## config.mk

```make
export PLATFORM = sky130hd
export DESIGN_NAME = div_unit
export DESIGN_NICKNAME = d
export VERILOG_FILES = /design/src/rtl/cpu_pkg.sv /design/src/rtl/div_sign_fix.sv /design/src/rtl/div_unit.sv
export SDC_FILE = /design/constraint.sdc
export NUM_CORES = 1
export LEC_CHECK = 0
export CORE_MARGIN = 2
export CORE_UTILIZATION = 62
export CTS_CLUSTER_DIAMETER = 200
export DETAILED_ROUTE_END_ITERATION = 12
export PLACE_DENSITY = 0.94
export SLEW_MARGIN = 15
export SYNTH_ARGS = -nofsm -noshare
export SYNTH_HDL_FRONTEND = slang
export SYNTH_HIERARCHICAL = 1
export SYNTH_SLANG_ARGS = --single-unit
```

## constraint.sdc

```tcl
create_clock -name clk -period 8.2 [get_ports clk]
set_input_delay 1.23 -clock clk [delete_from_list [all_inputs] [get_ports clk]]
set_output_delay 1.23 -clock clk [all_outputs]
set_load 0.03 [all_outputs]
```

## src/rtl/cpu_pkg.sv

```systemverilog
// Shared CPU definitions used by the EX-stage divider.
//   DIV_W / DIV_CNT_W : default operand width and iteration counter width.
//   DIVBYZERO_QUOT    : quotient returned for a zero divisor (all ones).
//   div_state_t       : divider FSM state encoding.
package cpu_pkg;

  localparam int unsigned DIV_W     = 32;
  localparam int unsigned DIV_CNT_W = 6;

  localparam logic [DIV_W-1:0] DIVBYZERO_QUOT = '1;

  typedef enum logic [1:0] {
    IDLE,
    CALC,
    DONE
  } div_state_t;

endpackage

```

## src/rtl/div_sign_fix.sv

```systemverilog
// Conditional two's-complement negation of two values at once.
// Used ahead of the divider to turn signed operands into magnitudes, and after
// it to apply the result signs to quotient and remainder.
// Ports:
//   x, x_neg : first value and its negate request
//   y, y_neg : second value and its negate request
//   x_fix    : x_neg ? -x : x
//   y_fix    : y_neg ? -y : y
module div_sign_fix
  import cpu_pkg::*;
#(
  parameter int unsigned WIDTH = DIV_W
) (
  input  logic [WIDTH-1:0] x,
  input  logic             x_neg,
  input  logic [WIDTH-1:0] y,
  input  logic             y_neg,
  output logic [WIDTH-1:0] x_fix,
  output logic [WIDTH-1:0] y_fix
);

  // -(-2^(W-1)) wraps to itself, which is exactly the unsigned magnitude we need.
  assign x_fix = x_neg ? (~x + WIDTH'(1)) : x;
  assign y_fix = y_neg ? (~y + WIDTH'(1)) : y;

endmodule

```

## src/rtl/div_unit.sv

```systemverilog
// Iterative radix-2 restoring divider for MIPS DIV/DIVU in the EX stage.
// One quotient bit per cycle, MSB first; WIDTH+1 cycles from start to valid,
// one cycle for a zero divisor.
// Ports:
//   clk        : rising-edge clock
//   rst        : asynchronous active-low reset
//   start      : launch a divide (honoured only in IDLE)
//   signed_div : 1 = DIV (two's complement), 0 = DIVU
//   a, b       : dividend / divisor, captured with start
//   annul      : flush; abandons the operation in flight, suppresses valid
//   stall      : stall request to the hazard unit
//   valid      : one-cycle result pulse
//   quot, rem  : quotient (LO) and remainder (HI); held until the next result
// Build option:
//   DIV_EARLY_OUT_EN : finish in one cycle when |a| < |b|; results unchanged.
module div_unit
  import cpu_pkg::*;
#(
  parameter int unsigned WIDTH = DIV_W,     // even, >= 4
  parameter int unsigned CNT_W = DIV_CNT_W  // 2**CNT_W > WIDTH
) (
  input  logic             clk,
  input  logic             rst,
  input  logic             start,
  input  logic             signed_div,
  input  logic [WIDTH-1:0] a,
  input  logic [WIDTH-1:0] b,
  input  logic             annul,
  output logic             stall,
  output logic             valid,
  output logic [WIDTH-1:0] quot,
  output logic [WIDTH-1:0] rem
);

  div_state_t state_q, state_d;

  logic [CNT_W-1:0] cnt_q, cnt_d;
  logic [WIDTH:0]   prem_q, prem_d;   // partial remainder
  logic [WIDTH-1:0] work_q, work_d;   // dividend bits shift out, quotient bits shift in
  logic [WIDTH-1:0] dvsr_q, dvsr_d;   // divisor magnitude
  logic             negq_q, negq_d;
  logic             negr_q, negr_d;
  logic [WIDTH-1:0] quot_q, rem_q;    // last delivered result

  // Operand magnitudes
  logic             a_neg, b_neg, b_zero, early;
  logic [WIDTH-1:0] a_mag, b_mag;

  assign a_neg  = signed_div & a[WIDTH-1];
  assign b_neg  = signed_div & b[WIDTH-1];
  assign b_zero = (b == '0);

  div_sign_fix #(
    .WIDTH (WIDTH)
  ) u_sign_in (
    .x     (a),
    .x_neg (a_neg),
    .y     (b),
    .y_neg (b_neg),
    .x_fix (a_mag),
    .y_fix (b_mag)
  );

`ifdef DIV_EARLY_OUT_EN
  assign early = (a_mag < b_mag);
`else
  assign early = 1'b0;
`endif

  // One restoring step. prem_q < 2^WIDTH, so WIDTH+2 bits hold the shift and the
  // borrow of the trial subtraction.
  logic [WIDTH+1:0] shifted, trial;
  logic             restore;

  assign shifted = {prem_q, work_q[WIDTH-1]};
  assign trial   = shifted - {2'b00, dvsr_q};
  assign restore = trial[WIDTH+1];

  // Signed results
  logic [WIDTH-1:0] quot_res, rem_res;

  div_sign_fix #(
    .WIDTH (WIDTH)
  ) u_sign_out (
    .x     (work_q),
    .x_neg (negq_q),
    .y     (prem_q[WIDTH-1:0]),
    .y_neg (negr_q),
    .x_fix (quot_res),
    .y_fix (rem_res)
  );

  // FSM: state register
  always_ff @(posedge clk or negedge rst) begin
    if (!rst) begin
      state_q <= IDLE;
    end else begin
      state_q <= state_d;
    end
  end

  // FSM: next state
  always_comb begin
    state_d = state_q;
    unique case (state_q)
      IDLE: begin
        if (start && !annul) begin
          state_d = (b_zero || early) ? DONE : CALC;
        end
      end
      CALC: begin
        if (annul) begin
          state_d = IDLE;
        end else if (cnt_q == '0) begin
          state_d = DONE;
        end
      end
      DONE:    state_d = IDLE;
      default: state_d = IDLE;
    endcase
  end

  // FSM: outputs
  always_comb begin
    stall = ((state_q == IDLE) && start && !annul) || (state_q == CALC);
    valid = (state_q == DONE) && !annul;
    // Present the fresh result during DONE; otherwise show the held one.
    quot  = valid ? quot_res : quot_q;
    rem   = valid ? rem_res  : rem_q;
  end

  // Datapath next state
  always_comb begin
    cnt_d  = cnt_q;
    prem_d = prem_q;
    work_d = work_q;
    dvsr_d = dvsr_q;
    negq_d = negq_q;
    negr_d = negr_q;
    if ((state_q == IDLE) && start && !annul) begin
      dvsr_d = b_mag;
      negq_d = a_neg ^ b_neg;
      negr_d = a_neg;
      cnt_d  = CNT_W'(WIDTH - 1);
      if (b_zero) begin
        // Bypass CALC; unsigned quotient of all ones, remainder re-signed to a.
        work_d = DIVBYZERO_QUOT[WIDTH-1:0] | '1;
        prem_d = {1'b0, a_mag};
        negq_d = 1'b0;
      end else if (early) begin
        work_d = '0;
        prem_d = {1'b0, a_mag};
        negq_d = 1'b0;
      end else begin
        work_d = a_mag;
        prem_d = '0;
      end
    end else if ((state_q == CALC) && !annul) begin
      prem_d = restore ? shifted[WIDTH:0] : trial[WIDTH:0];
      work_d = {work_q[WIDTH-2:0], ~restore};
      if (cnt_q != '0) begin
        cnt_d = cnt_q - CNT_W'(1);
      end
    end
  end

  always_ff @(posedge clk or negedge rst) begin
    if (!rst) begin
      cnt_q  <= '0;
      prem_q <= '0;
      work_q <= '0;
      dvsr_q <= '0;
      negq_q <= 1'b0;
      negr_q <= 1'b0;
    end else begin
      cnt_q  <= cnt_d;
      prem_q <= prem_d;
      work_q <= work_d;
      dvsr_q <= dvsr_d;
      negq_q <= negq_d;
      negr_q <= negr_d;
    end
  end

  // Result hold registers; an annulled DONE leaves them untouched.
  always_ff @(posedge clk or negedge rst) begin
    if (!rst) begin
      quot_q <= '0;
      rem_q  <= '0;
    end else if ((state_q == DONE) && !annul) begin
      quot_q <= quot_res;
      rem_q  <= rem_res;
    end
  end

endmodule
```

; Yosys cells after proc, flatten, opt, wreduce, memory -nomap -nowiden
; Index checks and enable logic that the tools add are counted.
[op_classes]
n_addsub = 6
eq_ne = 4
muxes = 22
bitwise_logic = 8
reduce_logical = 15
[ops]
columns = op, count
row1 = $mux W32, 10
row2 = $add A32 B1 Y32 const B, 4
row3 = $not A32 Y32, 4
row4 = $mux W33, 3
row5 = $sub A34 B32 Y34, 1
row6 = $logic_not A32 Y1, 1
row7 = $mux W6, 3
row8 = $mux W2, 4
row9 = $logic_not A6 Y1, 1
row10 = $reduce_bool A6 Y1, 1
row11 = $sub A6 B1 Y6 const B, 1
row12 = $logic_and A1 B1 Y1, 5
row13 = $pmux W2 S2, 1
row14 = $reduce_and A2 Y1, 2
row15 = $reduce_bool A2 Y1, 2
row16 = $ne A3 B3 Y1 const B, 1
row17 = $and A1 B1 Y1, 2
row18 = $eq A2 B1 Y1 const B, 1
row19 = $eq A2 B2 Y1 const B, 1
row20 = $logic_not A2 Y1, 1
row21 = $ne A2 B2 Y1 const B, 1
row22 = $logic_not A1 Y1, 1
row23 = $logic_or A1 B1 Y1, 1
row24 = $mux W1, 1
row25 = 2 further kinds, 2
[totals]
reg_bits = 171
in_bits = 69
out_inout_bits = 66
wordCells = 64

; Longest topological paths before layout
; Gate-level depths: netlist of run 1.
[logic_depth]
ltp_word = 5
ltp_mapped = 13
mapped_depth_nobuf = 12

; By module
; Netlist of run 1, hierarchy kept.
[modules_own_cells]
columns = module, n_inst, cells_per_inst, area_per_inst_um2, seq_area_each_um2
row1 = div_unit, 1, 884, 8867.3, 4279.1
row2 = div_sign_fix at u_sign_in, 1, 194, 1477.7, 0.0
row3 = div_sign_fix at u_sign_out, 1, 189, 1452.6, 0.0

; Worst setup path before layout of run 1
; OpenSTA, ideal clock, no wires.
[synth_path]
kind = input to output
from = input annul
to = output rem[22]
arrival_ns = 2.815
required_ns = 6.970
setup_slack_ns = 4.155
path_stages = 4
path_buffers = 2
cell_sequence = nor3b_1 clkbuf_1 clkbuf_1 mux2_2
[synth_between]
elab_chain_len = 3
[synth_lines]
columns = element, line_no
row1 = from (decl), div_unit.sv:28  ; input logic annul,
row2 = $logic_not A1 Y1, div_unit.sv:126  ; valid = (state_q == DONE) && !annul;
row3 = $logic_and A1 B1 Y1, div_unit.sv:126
row4 = net valid, div_unit.sv:30  ; output logic valid,
row5 = $mux W32, --
row6 = to (decl), div_unit.sv:32  ; output logic [WIDTH-1:0] rem
; The timed path passes the listed nets, and every way through them passes these cells.

; Worst setup path in the final report of run 1
[layout_path]
from = register prem_q[4]
to = output rem[17]
[layout_between]
elab_chain_len = 4
[layout_lines]
columns = element, line_no
row1 = from (decl), div_unit.sv:38  ; logic [WIDTH:0] prem_q, prem_d;
row2 = from (signal assigned), div_unit.sv:177  ; prem_q <= prem_d;
row3 = $not A32 Y32, div_sign_fix.sv:24  ; assign y_fix = y_neg ? (~y + WIDTH'(1)) : y;
row4 = $add A32 B1 Y32, div_sign_fix.sv:24
row5 = $mux W32, div_sign_fix.sv:24
row6 = net rem_res[17], div_unit.sv:80  ; logic [WIDTH-1:0] quot_res, rem_res;
row7 = $mux W32, --
; The timed path passes the listed nets, and every way through them passes these cells.

==> results of run 1 <==
sequential cells by signal, summed over array words and instances (netlist names):
signal,cells
negq_q,1
state_q,2
prem_q,33
negr_q,1
cnt_q,6
work_q,32
rem_q,32
quot_q,32
dvsr_q,32
per-stage QoR:
| step | area, um^2 | setup WS [ns] |
|---|---|---|
| finish | 13700 | 3.21 |
| global placement | 13100 | 3.42 |
| detailed placement | 13100 | 3.33 |
| CTS | 13700 | 3.07 |
| floorplan | 11800 | 4.15 |
| global route | 13700 | 3.10 |
routing by layer:
| layer | up-vias | wire (um) |
|---|---|---|
| met4 | 0 | 1030 |
| met1 | 5095 | 13000 |
| met3 | 92 | 2980 |
| li1 | 4803 | - |
| met2 | 604 | 15100 |
| met5 | - | 0 |
power groups by stage:
stage,combinational [W],clock (W),sequential [W]
detailed placement,0.00156,0,0.00128
floorplan,0.00108,0,0.00121
CTS,0.00159,0.000760,0.00127
finish,0.00160,0.000759,0.00128
global route,0.00172,0.000789,0.00130
global placement,0.00151,0,0.00126
cell usage after synthesis, drive strengths merged, types with 9 or more instances:
library cell / number
xnor2: 139
o41ai: 39
mux2i: 15
a22oi: 19
nor4: 22
or3: 16
or4: 16
xor2: 14
nor3: 26
a222oi: 10
o21ai: 107
nand2: 103
a21o: 11
nand2b: 14
a31oi: 9
nand3: 23
dfrtp: 171
ha: 38
clkbuf: 48
inv: 55
buf: 26
nor2: 91
a21oi: 32
o22ai: 29
o31ai: 43
mux2: 68
nand4: 14
kinds of logic after synthesis:
group	after synthesis	share of synthesized area, %
DFF	171	36.3
and+or+nand+nor	356	15.3
muxes	83	7.76
buffers and inverters	129	4.84
AOI/OAI and AO/OA	336	20.3
adders and majority gates	39	4.20
xor gates and xnor gates	153	11.4
final timing paths:
check | slack (ns) | endpoint | start | cells after the start
max | 3.21 | rem[17] | prem_q[4] | 6
min | 0.50 | rem_q[7] | rem_q[7] | 1
max reg2reg | 4.39 | prem_q[26] | prem_q[3] | 11
min reg2reg | 0.50 | rem_q[7] | rem_q[7] | 1
max in group asynchronous | 5.91 | dvsr_q[23] | rst | 2
min in group asynchronous | 0.89 | rem_q[1] | rst | 1
critical path: stages, from the launching register on:
cell	delay [ns]
dfrtp_1	0.48
nor3_1	0.52
nand4_1	0.67
o41ai_1	0.55
xnor2_1	0.21
mux2_2	0.22
clkdlybuf4s50_1	0.67
cell type report:
type	instances	share of cell area, %
clock buffers	22	3.53
multi-input cells	967	50.9
repair buffers	142	10.2
flip-flops and latches	171	31.2
inverters	55	1.51
well taps	234	2.14
clock inverters	10	0.493
==> flow_metrics.tcl, run 1 <==
set metrics [dict create \
    switching_share_pct 40.2 \
    yosysWarningCount 6 \
    p_leak_nw 5.50 \
    fin_nets 1462 \
    power_frac_comb_pct 44.1 \
    routabilityCongestion 0.944 \
    synth_area_leaders "dfrtp_1, xnor2_1, mux2_2" \
    cp-start-kind "register" \
    tightest_slew_ns 1.17 \
    yosysSeqAreaShare_pct 36.3 \
    die_w_um 142 \
    rsz0062_at_grt "false" \
    antenna_found_initial 1 \
    nFillCells 1220 \
    post-route-period-util_pct 60.9 \
    cp.required_ns 6.97 \
    skew_ns 0.00921 \
    placed_cells 1569 \
    fin_util_pct 73.3 \
    cts.sink_count 171 \
    grt_use_met3_pct 5.69 \
    syn_inst 1267 \
    grt_pass1_vias 9994 \
    layout_common_cells "dfrtp_1, xnor2_1, clkdlybuf4s50_1" \
    criticalPathCategory "reg -> out" \
    cts_tree "yes" \
    drv_cap 0 \
    wl_per_cell_um 20.0 \
    grt_max_degree 108 \
    ant_nets 0 \
    synth_seq_cells 171 \
    hold_buffers 0 \
    first_iter_violations 1372 \
    setup.worst_path.end_class "output pin" \
    cp_max_fo 9 \
    numPortBuffers 134 \
    final-seq-area_um2 4280 \
    rows 50 \
    power_switching_w 0.00146 \
    io_pins 135 \
    dpl.hpwl_um 22800 \
    first_pass_iters 7 \
    cp.arrival_ns 3.76 \
    viasPerCell 6.62 \
    met2_usage_pct 52.4 \
    die_area_um2 20100 \
    area_delta_synth_final_pct 16.2 \
    final_layout_size_suffix_gt1_share_pct 10.9 \
    fmax_mhz 200 \
    post_cts_resized 0 \
    grt-ovfl-total 0 \
    gr-usage-met1_pct 41.5 \
    cts-root-buf "clkbuf_16" \
    vias 10600 \
    yosys.area.top_type "dfrtp_1" \
    seqPwrFrac_pct 35.1 \
    slew_headroom_pct 21.9 \
    core_region_area_um2 18700 \
    layout_commonest_cell "dfrtp_1" \
    hold_violations 0 \
    outcome "completed" \
    htree_levels 4 \
    grt_pass1_wl_um 50700 \
    slew_violations 0 \
    ir_drop_mv 0.115 \
    whs_ns 0.498 \
    fin_setup_tns_ns 0 \
    setup_viol 0 \
    avgSynthCellArea_um2 9.31 \
    p_total_w 0.00364 \
    n_antenna_cell 0 \
    fin_crit_ns 4.99 \
    synth_enable_flop_cells 0 \
    syn_area_um2 11800 \
    grt_usage_pct 31.5 \
    cts_made_buffers 17 \
    clk_latency_ns 0.44 \
    clockBufferDepth 2 \
    hp-class "reg -> reg" \
    clockPowerShare_pct 20.8 \
    synth_ff_type "dfrtp_1" \
    yosysTopAreaCellShare_pct 36.3 \
    synth_cell_types 68 \
    final_cells 1601 \
    post_cts_buffers 0 \
    async_reset_ff_share_pct 100 \
    synth_nets 1375 \
    start_util_pct 63.1 \
    wl_um 32100 \
    multiInputGateArea_um2 6980 \
    drcViolationCount 0 \
    power_density_nw_per_um2 266 \
    p_int_w 0.00218 \
    cts.reportedPaths.clkPinSlew_ns 0.06 \
    top_usage_layer "met2" \
    die_y_um 142 \
]
No activity file was read; power rests on OpenSTA's default activity.
==> inputs of run 2 (changes only) <==
--- a/config.mk
+++ b/config.mk
@@ -6,10 +6,10 @@
 export NUM_CORES = 1
 export LEC_CHECK = 0
 export CORE_MARGIN = 2
-export CORE_UTILIZATION = 62
+export CORE_UTILIZATION = 52
 export CTS_CLUSTER_DIAMETER = 200
 export DETAILED_ROUTE_END_ITERATION = 12
-export PLACE_DENSITY = 0.94
+export PLACE_DENSITY = 0.85
 export SLEW_MARGIN = 15
 export SYNTH_ARGS = -nofsm -noshare
 export SYNTH_HDL_FRONTEND = slang
==> constraint.sdc (replaced) <==
create_clock -name clk -period 4.5 [get_ports clk]
set_input_delay 0.675 -clock clk [delete_from_list [all_inputs] [get_ports clk]]
set_output_delay 0.675 -clock clk [all_outputs]
set_load 0.03 [all_outputs]
==> run 2 against run 1 <==
Compared with the run above:
- combinational power up 84%
- total power up 82%
- sequential cell count unchanged
- die area up 19%
- register-to-register slack worse by 3.4 ns
- setup slack worse by 3.0 ns
- cell count up 3.7%
- sequential share of layout area down 0.34 points
- clock skew down 0.00064 ns
- utilization down 12 points
- non-clock buffer count up 8
==> flow_metrics.tcl, run 2 (synthesis results as in run 1) <==
set metrics [dict create \
    grt-ovfl-total 0 \
    grt_pass1_vias 9878 \
    cp.arrival_ns 3.60 \
    cp_max_fo 9 \
    skew_ns 0.00857 \
    rsz0062_at_grt "false" \
    final_cells 1660 \
    fin_crit_ns 4.28 \
    post-route-period-util_pct 95.0 \
    n_antenna_cell 0 \
    clockPowerShare_pct 21.3 \
    crit_start "prem_q[2]" \
    cts_tree "yes" \
    wl_per_cell_um 19.3 \
    power_switching_w 0.00265 \
    p_int_w 0.00399 \
    cts-root-buf "clkbuf_16" \
    fmax_mhz 234 \
    slew_violations 0 \
    clockBufferDepth 2 \
    cp.required_ns 3.83 \
    wl_met2_um 14700 \
    viasPerCell 6.25 \
    fin_setup_tns_ns 0 \
    cts.reportedPaths.clkPinSlew_ns 0.07 \
    numPortBuffers 134 \
    post_cts_buffers 0 \
    largest-register "prem_q" \
    p_total_w 0.00665 \
    post_cts_resized 0 \
    largest_register_ffs 33 \
    power_frac_comb_pct 44.2 \
    routabilityCongestion 0.974 \
    top_layer "met4" \
    tightest_slew_ns 1.15 \
    grt_max_degree 119 \
    finish.instance_area_um2 13900 \
    start_util_pct 52.6 \
    power_density_nw_per_um2 479 \
    placed_cell_area_um2 13300 \
    drcViolationCount 0 \
    hp-class "in -> async" \
    ant_nets 0 \
    outcome "completed" \
    seqPwrFrac_pct 34.5 \
    ir_drop_mv 0.295 \
    drv_cap 0 \
    core_region_area_um2 22400 \
    criticalPathCategory "reg -> out" \
    placed_cells 1627 \
    cp-start-kind "register" \
    r2r-start "prem_q[25]" \
    first_iter_violations 1019 \
    hold_buffers 0 \
    vias 10400 \
    post-place-ws_ns 0.767 \
    area_delta_synth_final_pct 17.5 \
    p_leak_nw 5.56 \
    grt_pass1_wl_um 51800 \
    cts.sink_count 171 \
    layout_common_cells "dfrtp_1, xnor2_1, clkdlybuf4s50_1" \
    worst_slack_ns 0.223 \
    die_y_um 155 \
    clk_latency_ns 0.44 \
    rows 55 \
    cts_made_buffers 17 \
    setup_viol 0 \
    dpl.hpwl_um 23700 \
    htree_levels 4 \
    die_w_um 155 \
    io_pins 135 \
    dr_wl_met3_um 2760 \
    antenna_found_initial 0 \
    layout_commonest_cell "dfrtp_1" \
    switching_share_pct 39.9 \
    die_area_um2 23900 \
    setup.worst_path.end_class "output pin" \
    slew_headroom_pct 23.2 \
    fin_nets 1470 \
    hold_violations 0 \
    grt_usage_pct 26.9 \
    wl_um 32000 \
    first_pass_iters 7 \
    final_layout_size_suffix_gt1_share_pct 11.4 \
    wl_met1_um 13700 \
]
==> run 2: changes by cell type in the layout (fill, tap and decap cells not counted), moves of 2 or more <==
cell        before  now
buf_4            8   14
inv_6            0    2
clkinv_4         2    4
clkinvlp_4       4    2
clkbuf_8         4    1
==> run 2: layer usage <==
layer / GRT usage [%] / vias up
met4: 9.66 / 0
met5: 0 / -
met3: 4.65 / 73
li1: - / 4826
met2: 43.1 / 515
met1: 37.0 / 4954
==> run 2: area by class of cell <==
class / instances / area, um^2
multi-input combinational: 967 / 6970
inverter: 55 / 206
clock buffer: 18 / 439
clock inverter: 14 / 123
sequential: 171 / 4280
tap: 285 / 357
timing repair buffer: 150 / 1500
fill: 1828 / 8570
==> run 2: worst max-delay path, stage by stage (launching register included) <==
cell             delay [ns]
dfrtp_1                0.49
nor3_1                 0.48
nand4_1                0.57
o41ai_1                0.52
xnor2_1                0.18
mux2_2                 0.19
clkdlybuf4s50_1        0.73
==> run 2: through the flow <==
| stage | hold slack [ns] | util (%) |
|---|---|---|
| 6_report | 0.120 | 61.8 |
| 5_1_grt | 0.134 | 61.8 |
| 4_1_cts | 0.460 | 61.7 |
| 3_5_place_dp | 0.485 | 59.2 |
| 3_3_place_gp | 0.474 | 59.2 |
| 2_1_floorplan | 0.379 | - |
==> run 2: power by group through the flow <==
| stage | combinational, W | clock (W) | sequential [W] |
|---|---|---|---|
| 6_report | 0.00294 | 0.00142 | 0.00230 |
| 5_1_grt | 0.00316 | 0.00150 | 0.00235 |
| 4_1_cts | 0.00292 | 0.00143 | 0.00229 |
| 3_5_place_dp | 0.00288 | 0 | 0.00231 |
| 3_3_place_gp | 0.00282 | 0 | 0.00228 |
| 2_1_floorplan | 0.00198 | 0 | 0.00220 |
==> run 2: path summary, 6_finish.rpt <==
kind	cells past startpoint	end	slack (ns)
max in group asynchronous	3	work_q[20]	3.26
setup / recovery	6	rem[17]	0.22
hold reg to reg	1	rem_q[7]	0.50
setup reg to reg	10	prem_q[1]	0.97
hold / removal	1	cnt_q[1]	0.12
min in group clk	1	rem_q[7]	0.50
